**src/rtl/ysyx_24100012_pkg.sv**
```systemverilog
// Shared decode constants for the NPC core: instruction formats, ALU ops, RV32I opcodes.
package ysyx_24100012_pkg;

  localparam logic [2:0] TYPE_R   = 3'd0;
  localparam logic [2:0] TYPE_I   = 3'd1;
  localparam logic [2:0] TYPE_S   = 3'd2;
  localparam logic [2:0] TYPE_B   = 3'd3;
  localparam logic [2:0] TYPE_U   = 3'd4;
  localparam logic [2:0] TYPE_J   = 3'd5;
  localparam logic [2:0] TYPE_ILL = 3'd7;

  localparam logic [3:0] ALU_ADD    = 4'd0;
  localparam logic [3:0] ALU_SUB    = 4'd1;
  localparam logic [3:0] ALU_SLL    = 4'd2;
  localparam logic [3:0] ALU_SLT    = 4'd3;
  localparam logic [3:0] ALU_SLTU   = 4'd4;
  localparam logic [3:0] ALU_XOR    = 4'd5;
  localparam logic [3:0] ALU_SRL    = 4'd6;
  localparam logic [3:0] ALU_SRA    = 4'd7;
  localparam logic [3:0] ALU_OR     = 4'd8;
  localparam logic [3:0] ALU_AND    = 4'd9;
  localparam logic [3:0] ALU_PASS_B = 4'd10;

  localparam logic [6:0] OPC_OP     = 7'b0110011;
  localparam logic [6:0] OPC_OP_IMM = 7'b0010011;
  localparam logic [6:0] OPC_LOAD   = 7'b0000011;
  localparam logic [6:0] OPC_STORE  = 7'b0100011;
  localparam logic [6:0] OPC_BRANCH = 7'b1100011;
  localparam logic [6:0] OPC_LUI    = 7'b0110111;
  localparam logic [6:0] OPC_AUIPC  = 7'b0010111;
  localparam logic [6:0] OPC_JAL    = 7'b1101111;
  localparam logic [6:0] OPC_JALR   = 7'b1100111;

  // alt selects SUB for funct3=000 and SRA for funct3=101
  function automatic logic [3:0] alu_arith(input logic [2:0] funct3, input logic alt);
    case (funct3)
      3'b000:  return alt ? ALU_SUB : ALU_ADD;
      3'b001:  return ALU_SLL;
      3'b010:  return ALU_SLT;
      3'b011:  return ALU_SLTU;
      3'b100:  return ALU_XOR;
      3'b101:  return alt ? ALU_SRA : ALU_SRL;
      3'b110:  return ALU_OR;
      default: return ALU_AND;
    endcase
  endfunction

endpackage

```
**src/rtl/ysyx_24100012_imm_gen.sv**
```systemverilog
// Combinational sign-extended immediate from the instruction word and its format.
module ysyx_24100012_imm_gen
  import ysyx_24100012_pkg::*;
(
  input  logic [31:7] inst_i,
  input  logic [2:0]  inst_type_i,
  output logic [31:0] imm_o
);

  always_comb begin
    imm_o = '0;
    case (inst_type_i)
      TYPE_I: imm_o = {{20{inst_i[31]}}, inst_i[31:20]};
      TYPE_S: imm_o = {{20{inst_i[31]}}, inst_i[31:25], inst_i[11:7]};
      TYPE_B: imm_o = {{19{inst_i[31]}}, inst_i[31], inst_i[7], inst_i[30:25],
                       inst_i[11:8], 1'b0};
      TYPE_U: imm_o = {inst_i[31:12], 12'b0};
      TYPE_J: imm_o = {{11{inst_i[31]}}, inst_i[31], inst_i[19:12], inst_i[20],
                       inst_i[30:21], 1'b0};
      default: imm_o = '0;
    endcase
  end

endmodule

```
**src/rtl/ysyx_24100012_idu.sv**
```systemverilog
// RV32I decode/issue stage: decodes into a registered output slot, with a
// write-pending scoreboard for RAW stalls and a flush for redirects.
module ysyx_24100012_idu
  import ysyx_24100012_pkg::*;
#(
  parameter int unsigned DATA_WIDTH = 32,
  parameter int unsigned N_SEL      = 4
) (
  input  logic                  clk,
  input  logic                  rst,
  input  logic                  in_valid,
  output logic                  in_ready,
  input  logic [DATA_WIDTH-1:0] in_pc,
  input  logic [31:0]           in_inst,
  output logic [4:0]            rf_raddr1,
  output logic [4:0]            rf_raddr2,
  input  logic [DATA_WIDTH-1:0] rf_rdata1,
  input  logic [DATA_WIDTH-1:0] rf_rdata2,
  output logic                  out_valid,
  input  logic                  out_ready,
  output logic [DATA_WIDTH-1:0] in_a,
  output logic [DATA_WIDTH-1:0] in_b,
  output logic [2:0]            inst_type,
  output logic [N_SEL-1:0]      alu_sel,
  output logic [DATA_WIDTH-1:0] out_pc,
  output logic [DATA_WIDTH-1:0] out_imm,
  output logic [4:0]            out_rd,
  output logic                  out_rd_we,
  output logic                  out_illegal,
  input  logic                  wb_valid,
  input  logic [4:0]            wb_rd,
  input  logic                  flush
);

  logic [6:0]            opcode;
  logic [2:0]            funct3;
  logic [4:0]            rs1, rs2, rd;
  logic [2:0]            dec_type;
  logic [31:0]           dec_imm;
  logic [N_SEL-1:0]      dec_sel;
  logic [DATA_WIDTH-1:0] dec_a, dec_b;
  logic                  dec_ill, dec_we, use1, use2, haz1, haz2, stall, accept;

  logic                  valid_q;
  logic [DATA_WIDTH-1:0] a_q, b_q, pc_q, imm_q;
  logic [2:0]            type_q;
  logic [N_SEL-1:0]      sel_q;
  logic [4:0]            rd_q;
  logic                  rd_we_q, ill_q;
  logic [31:0]           pending_q, pending_d;

  assign opcode    = in_inst[6:0];
  assign funct3    = in_inst[14:12];
  assign rs1       = in_inst[19:15];
  assign rs2       = in_inst[24:20];
  assign rd        = in_inst[11:7];
  assign rf_raddr1 = rs1;
  assign rf_raddr2 = rs2;

  always_comb begin
    dec_type = TYPE_ILL;
    case (opcode)
      OPC_OP:                        dec_type = TYPE_R;
      OPC_OP_IMM, OPC_LOAD, OPC_JALR: dec_type = TYPE_I;
      OPC_STORE:                     dec_type = TYPE_S;
      OPC_BRANCH:                    dec_type = TYPE_B;
      OPC_LUI, OPC_AUIPC:            dec_type = TYPE_U;
      OPC_JAL:                       dec_type = TYPE_J;
      default:                       dec_type = TYPE_ILL;
    endcase
  end

  ysyx_24100012_imm_gen u_imm_gen (
    .inst_i      (in_inst[31:7]),
    .inst_type_i (dec_type),
    .imm_o       (dec_imm)
  );

  always_comb begin
    dec_a   = rf_rdata1;
    dec_b   = dec_imm;
    dec_sel = ALU_ADD;
    dec_ill = 1'b0;
    case (opcode)
      OPC_OP: begin
        dec_b   = rf_rdata2;
        dec_sel = alu_arith(funct3, in_inst[30]);
      end
      OPC_OP_IMM: dec_sel = alu_arith(funct3, (funct3 == 3'b101) && in_inst[30]);
      OPC_LOAD, OPC_STORE: dec_sel = ALU_ADD;
      OPC_BRANCH: begin
        dec_b   = rf_rdata2;
        dec_sel = funct3[2] ? (funct3[1] ? ALU_SLTU : ALU_SLT) : ALU_SUB;
      end
      OPC_LUI: begin
        dec_a   = '0;
        dec_sel = ALU_PASS_B;
      end
      OPC_AUIPC: dec_a = in_pc;
      OPC_JAL, OPC_JALR: begin
        dec_a = in_pc;
        dec_b = DATA_WIDTH'(4);
      end
      default: begin
        dec_a   = '0;
        dec_b   = '0;
        dec_ill = 1'b1;
      end
    endcase
  end

  assign dec_we = (dec_type inside {TYPE_R, TYPE_I, TYPE_U, TYPE_J}) && (rd != 5'd0);
  assign use1   = dec_type inside {TYPE_R, TYPE_I, TYPE_S, TYPE_B};
  assign use2   = dec_type inside {TYPE_R, TYPE_S, TYPE_B};

  // The slot's own destination counts as pending until it is handed over.
  assign haz1 = (rs1 != 5'd0) && (pending_q[rs1] || (valid_q && rd_we_q && rd_q == rs1));
  assign haz2 = (rs2 != 5'd0) && (pending_q[rs2] || (valid_q && rd_we_q && rd_q == rs2));
  assign stall    = (use1 && haz1) || (use2 && haz2);
  assign in_ready = !flush && !stall && (!valid_q || out_ready);
  assign accept   = in_valid && in_ready;

  always_comb begin
    pending_d = pending_q;
    if (wb_valid) pending_d[wb_rd] = 1'b0;
    if (valid_q && out_ready && rd_we_q) pending_d[rd_q] = 1'b1;
  end

  always_ff @(posedge clk or posedge rst) begin
    if (rst) begin
      valid_q   <= 1'b0;
      a_q       <= '0;
      b_q       <= '0;
      pc_q      <= '0;
      imm_q     <= '0;
      type_q    <= '0;
      sel_q     <= '0;
      rd_q      <= '0;
      rd_we_q   <= 1'b0;
      ill_q     <= 1'b0;
      pending_q <= '0;
    end else begin
      pending_q <= pending_d;
      if (flush)          valid_q <= 1'b0;
      else if (accept)    valid_q <= 1'b1;
      else if (out_ready) valid_q <= 1'b0;
      if (accept) begin
        a_q     <= dec_a;
        b_q     <= dec_b;
        pc_q    <= in_pc;
        imm_q   <= dec_imm;
        type_q  <= dec_type;
        sel_q   <= dec_sel;
        rd_q    <= rd;
        rd_we_q <= dec_we;
        ill_q   <= dec_ill;
      end
    end
  end

  assign out_valid   = valid_q;
  assign in_a        = a_q;
  assign in_b        = b_q;
  assign inst_type   = type_q;
  assign alu_sel     = sel_q;
  assign out_pc      = pc_q;
  assign out_imm     = imm_q;
  assign out_rd      = rd_q;
  assign out_rd_we   = rd_we_q;
  assign out_illegal = ill_q;

endmodule

```
**config.mk**
```make
export PLATFORM = sky130hd
export DESIGN_NAME = ysyx_24100012_idu
export DESIGN_NICKNAME = d
export VERILOG_FILES = /design/src/rtl/ysyx_24100012_pkg.sv /design/src/rtl/ysyx_24100012_imm_gen.sv /design/src/rtl/ysyx_24100012_idu.sv
export SDC_FILE = /design/constraint.sdc
export NUM_CORES = 1
export LEC_CHECK = 0
export BUFFER_PORTS_ARGS = -buffer_cell sky130_fd_sc_hd__buf_4
export CORE_UTILIZATION = 52
export DETAILED_ROUTE_END_ITERATION = 12
export PLACE_DENSITY = 0.82
export SYNTH_ARGS = -nofsm -noshare
export SYNTH_HDL_FRONTEND = slang
export SYNTH_HIERARCHICAL = 1
export SYNTH_SLANG_ARGS = --single-unit
export TNS_END_PERCENT = 100
```
**constraint.sdc**
```tcl
create_clock -name clk -period 7.2 [get_ports clk]
set_input_delay 0.36 -clock clk [delete_from_list [all_inputs] [get_ports clk]]
set_output_delay 0.36 -clock clk [all_outputs]
set_load 0.05 [all_outputs]
```
== Yosys cells after proc, flatten, opt, wreduce, memory -nomap -nowiden ==
Cells that the tools add are included.
Word-level totals
  flip-flop bits (word level): 175
  input bits: 139
  output and inout bits: 154
  word-level logic and storage cells: 109
Operators by class
  magnitude comparators: 6
  equality and inequality tests: 22
  mux-type cells: 27
  bitwise operators: 3
  reduce and logical (&&, ||, !) cells: 40
Operators by type and width (number)
  32-bit case mux with 5 select lines: 1
  32-bit case mux with 3 select lines: 1
  32-bit two-way mux: 2
  32-bit case mux with 2 select lines: 1
  4-bit case mux with 7 select lines: 2
  32-bit AND: 1
  32-bit inverter: 1
  32-bit OR: 1
  5-bit by 6-bit less-than comparator with 1-bit output (second input constant): 4
  7-bit by 6-bit equality test with 1-bit output (second input constant): 3
  7-bit equality test (second input constant): 3
  3-bit case mux with 6 select lines: 1
  1-bit logical AND: 16
  4-bit case mux with 4 select lines: 1
  3-bit equality test (second input constant): 5
  5-bit nonzero test: 3
  7-bit by 5-bit equality test with 1-bit output (second input constant): 2
  3-bit by 2-bit equality test with 1-bit output (second input constant): 4
  1-bit two-way mux: 12
  1-bit binary-select mux with 5-bit select: 2
  1-bit demux with 5-bit select: 2
  5-bit equality test: 2
  5-bit by 1-bit greater-or-equal comparator with 1-bit output (second input constant): 2
  5-bit OR reduction: 2
  other kinds (11): 24

== Depth between registers and ports, before layout ==
  depth after elaboration: 13
  mapped depth: 12

== Cells and area by module ==
Netlist, hierarchy kept.
Modules (own cells, without submodules)
  ysyx_24100012_idu: times used 1, cells an instance 672, area an instance 8680.8 um^2
  ysyx_24100012_imm_gen: times used 1, cells an instance 66, area an instance 390.4 um^2

== Worst setup path before layout ==
No wires, ideal clock.
  path kind: in2reg
  start point: in in_inst[16]
  end point: reg b_q[0] (netlist: in_b[0])
  arrival time: 2.599 ns
  required time: 7.075 ns
  slack: 4.476 ns
  stages: 11
  path through: clkbuf_1 -> mux4_2 -> mux2_2 -> nand2_1 -> nand4_1 -> o211a_1 -> nor3b_1 -> buf_6 -> buf_6 -> buf_6 -> mux2_4
On the way
  cells in the longest elaborated chain, start to end: 10
  elaborated cells on any way between the ends: 13
  classes of those cells: eq/ne (1); mux (2); reduce/logical (10)
Ends and longest elaborated chain
  from (decl): line ysyx_24100012_idu.sv:14  | input logic [31:0] in_inst,
  1-bit binary-select mux with 5-bit select / 5-bit equality test (equally long branches): line ysyx_24100012_idu.sv:117  | assign haz1 = (rs1 != 5'd0) && (pending_q[rs1] || (valid_q && rd_we_q && rd_q == rs1));
  1-bit two-way mux (implied by the code) / 1-bit logical AND (equally long branches): line ysyx_24100012_idu.sv:117
  1-bit logical OR: line ysyx_24100012_idu.sv:117
  1-bit logical AND *: line ysyx_24100012_idu.sv:117
  1-bit logical AND *: line ysyx_24100012_idu.sv:119  | assign stall = (use1 && haz1) || (use2 && haz2);
  1-bit logical OR *: line ysyx_24100012_idu.sv:119
  1-bit zero test *: line ysyx_24100012_idu.sv:120  | assign in_ready = !flush && !stall && (!valid_q || out_ready);
  1-bit logical AND * (2 in a row): line ysyx_24100012_idu.sv:120
  1-bit logical AND *: line ysyx_24100012_idu.sv:121  | assign accept = in_valid && in_ready;
  to (signal assigned): line ysyx_24100012_idu.sv:133  | b_q <= '0;
  to (signal assigned): line ysyx_24100012_idu.sv:149  | b_q <= dec_b;
  to (decl): line ysyx_24100012_idu.sv:45  | logic [DATA_WIDTH-1:0] a_q, b_q, pc_q, imm_q;
Every way passes the cells marked *; elsewhere a longest branch is shown, timed or not. The select of a mux whose other input is x is not followed.
A chain may end at the register's enable or synchronous reset.

== Final worst setup path ==
  start point: reg rd_q[3] (netlist: out_rd[3])
  end point: reg b_q[20] (netlist: in_b[20])
On the way
  cells in the longest elaborated chain, start to end: 10
  elaborated cells on any way between the ends: 15
  classes of those cells: eq/ne (2); reduce/logical (13)
Ends and longest elaborated chain
  from (decl): line ysyx_24100012_idu.sv:48  | logic [4:0] rd_q;
  from (signal assigned): line ysyx_24100012_idu.sv:154  | rd_q <= rd;
  5-bit equality test (on tied branches): line ysyx_24100012_idu.sv:117, ysyx_24100012_idu.sv:118
  1-bit logical AND (on tied branches): line ysyx_24100012_idu.sv:117, ysyx_24100012_idu.sv:118
  1-bit logical OR (on tied branches): line ysyx_24100012_idu.sv:117, ysyx_24100012_idu.sv:118
  1-bit logical AND (on tied branches): line ysyx_24100012_idu.sv:117, ysyx_24100012_idu.sv:118
  1-bit logical AND: line ysyx_24100012_idu.sv:119
  1-bit logical OR *: line ysyx_24100012_idu.sv:119
  1-bit zero test *: line ysyx_24100012_idu.sv:120
  1-bit logical AND * (2 in a row): line ysyx_24100012_idu.sv:120
  1-bit logical AND *: line ysyx_24100012_idu.sv:121
Every way passes the cells marked *; elsewhere a longest branch is shown, timed or not.

==> flow_metrics.tcl <==
set metrics [dict create \
    finalNetCount 1134 \
    grt_pass1_vias 7122 \
    first_pass_iters 5 \
    pwr-share-seq 0.401 \
    finalClockSkew_ns 0.0132 \
    clk_path_buf_depth 2 \
    worstSkewPairLatency_ns 0.43 \
    crit_family "flip-flops" \
    max_freq_ghz 0.326 \
    p_sw_frac 0.332 \
    place_area_um2 11200 \
    rows 47 \
    die-width_um 134 \
    endpoint_kind "register" \
    hold_viol_final 0 \
    place_hpwl_um 18800 \
    cp_max_fo 143 \
    root_buffer "clkbuf_16" \
    worstMarginPinSlew_ns 1.04 \
    io_buffers 292 \
    powerDensity_nw_per_um2 236 \
    synthFlopType "dfrtp_1" \
    start_kind "register" \
    netlist_instances 738 \
    dp.cells 1196 \
    clkPwrFrac 0.342 \
    slew_viol_final 0 \
    post-route-min-period_ns 3.06 \
    ys_types 49 \
    core_um2 16800 \
    cts.htree.levels 4 \
    ir_drop_uv 167 \
    async_reset_ff_frac 1.00 \
    drv_cap 0 \
    slowest_stage "dfrtp_1" \
    initial_utilization 0.539 \
    via_count 7181 \
    rsz0062_at_grt "false" \
    power_frac_comb 0.257 \
    netlist_area_um2 9070 \
    ys_ff_latch 175 \
    cp_data_arrival_time_ns 3.37 \
    worstSetupPathType "register to register" \
    cts_resized 0 \
    finalSetupTns_ns 0 \
    die_h_um 134 \
    switchingPower_uw 930 \
    vias_per_cell 5.84 \
    synth_top_area_frac 0.483 \
    finalSetupViolCount 0 \
    ios 293 \
    stdcell_area_um2 11900 \
    critPathBufInv 1 \
    post-cts-setup-buffer-count 0 \
    drive_gt1_frac 0.490 \
    antenna_found_initial 1 \
    cts_sinks 175 \
    wl_per_cell_um 21.3 \
    syn_nets 877 \
    grt_max_degree 144 \
    worstPathRequired_ns 7.51 \
    die_area_um2 18000 \
    ys_top_cells_by_area "dfrtp_1 (48%), mux2_4 (11%), mux2_2 (9.2%), a22o_1 (6.5%), o21ai_0 (4.6%)" \
    outcome "complete, no violations" \
    synth_area_leader_cell "dfrtp_1" \
    period_share 0.426 \
    internal-power_mw 1.87 \
    yosys_warnings 6 \
    area_growth_pct 30.7 \
    synth_seq_area_share 0.483 \
    drtIter0Drc 583 \
    crit_chain "xor2_1 > nor4_1 > nand4_1 > nand3_1 > o211a_1 > nor3b_2 > buf_12 > mux2_2" \
    syn_avg_cell_area_um2 12.3 \
    antenna_left 0 \
    wirelength_um 26200 \
    cpPeakStageDelay_ns 0.71 \
    numCtsBuffers 17 \
    cts_tree "built" \
    gr-usage-all-layers 0.297 \
    clk_pin_slew_ns 0.07 \
    grt_pass1_wl_um 40900 \
    route.detailed.drc 0 \
    relSlewSlack 0.305 \
    grt-ovfl-total 0 \
    layout.cells.non_filler 1229 \
    cts_hold_buf 0 \
    synth_edf_count 0 \
    gp_congestion 0.876 \
    p_leak_nw 5.91 \
    hp-class "input pin to asynchronous set/reset pin" \
]
[cells by family after synthesis]
logic type | count (synthesis) | share of synthesized area
xor+xnor | 12 | 0.0116
mux | 168 | 0.245
flops | 175 | 0.483
simple gates | 118 | 0.0699
buf+inv | 67 | 0.0443
compound gates | 198 | 0.147
[stage by stage]
| step | setup slack, ns | hold WS [ns] | total power, mW | utilization |
|---|---|---|---|---|
| 4_1_cts | 4.23 | 0.153 | 2.81 | 0.705 |
| 3_5_place_dp | 4.09 | 0.493 | 1.85 | 0.669 |
| 2_1_floorplan | 2.09 | 0.487 | 1.61 | - |
| 3_3_place_gp | 4.09 | 0.491 | 1.85 | 0.669 |
| 6_report | 4.14 | 0.119 | 2.80 | 0.705 |
| 5_1_grt | 4.03 | 0.153 | 2.89 | 0.705 |
[cells in the mapped netlist, drive strengths merged, types with 2 or more instances]
library cell,instances
inv,7
xnor2,4
o21ai,86
a22o,67
a22oi,11
or3,4
a21o,9
xor2,8
nor2b,7
nand4,4
nor2,20
nand2,33
nand3,10
nor3b,3
mux2i,17
nand3b,12
mux2,143
mux4,8
a31o,2
nor3,4
nor4,2
or3b,3
and2,8
dfrtp,175
nand2b,4
a21oi,14
buf,34
clkbuf,26
[routing by layer]
metal,global-route usage,share of wire
met4,0.110,0.026
met3,0.0722,0.082
met5,0,0
met2,0.480,0.49
met1,0.389,0.40
[cell usage in the layout, fill, tap and decap left out, types with 9 or more instances in the layout]
master     count
a21o_1         9
o21ai_0       83
buf_4        297
a21oi_1       12
mux2_4        69
nand3b_1      12
nand2_1       33
a22o_1        67
clkbuf_16     17
dfrtp_1      175
mux2_2        74
nand3_1       10
a22oi_1       11
mux2i_1       17
nor2_1        20
[layout make-up]
type | count | area [um^2]
sequential | 175 | 4380
inverter | 7 | 31.3
tap | 220 | 275
timing repair buffer | 298 | 2250
antenna | 1 | 2.50
fill | 1261 | 4960
clock buffer | 18 | 439
clock inverter | 14 | 171
multi-input combinational | 496 | 4310
[flip-flops by register name, summed over array words and instances (netlist names)]
register     cells
inst_type        3
alu_sel          4
out_pc          32
in_b            32
out_imm         32
out_valid        1
in_a            32
pending_q       32
out_rd_we        1
out_rd           5
out_illegal      1
[path summary, 6_finish.rpt]
check                               start          end  slack, ns  depth (start not counted)
max in group asynchronous             rst  out_imm[31]       5.52                          3
min in group clk                 in_pc[7]    out_pc[7]       0.17                          2
worst min register to register    in_b[7]      in_b[7]       0.51                          1
worst min-delay path                  rst    out_pc[4]       0.12                          2
worst max register to register  out_rd[3]     in_b[20]       4.14                          8
worst max-delay path            out_rd[3]     in_b[20]       4.14                          8
[power by group through the flow]
stage	combinational (mW)	clock [mW]	sequential, mW
detailed placement	0.718	0	1.14
finish	0.718	0.958	1.12
floorplan	0.266	0	1.35
global placement	0.712	0	1.14
global route	0.751	1.01	1.13
CTS	0.720	0.972	1.12
Note: power is estimated with default switching activity, not from simulation.
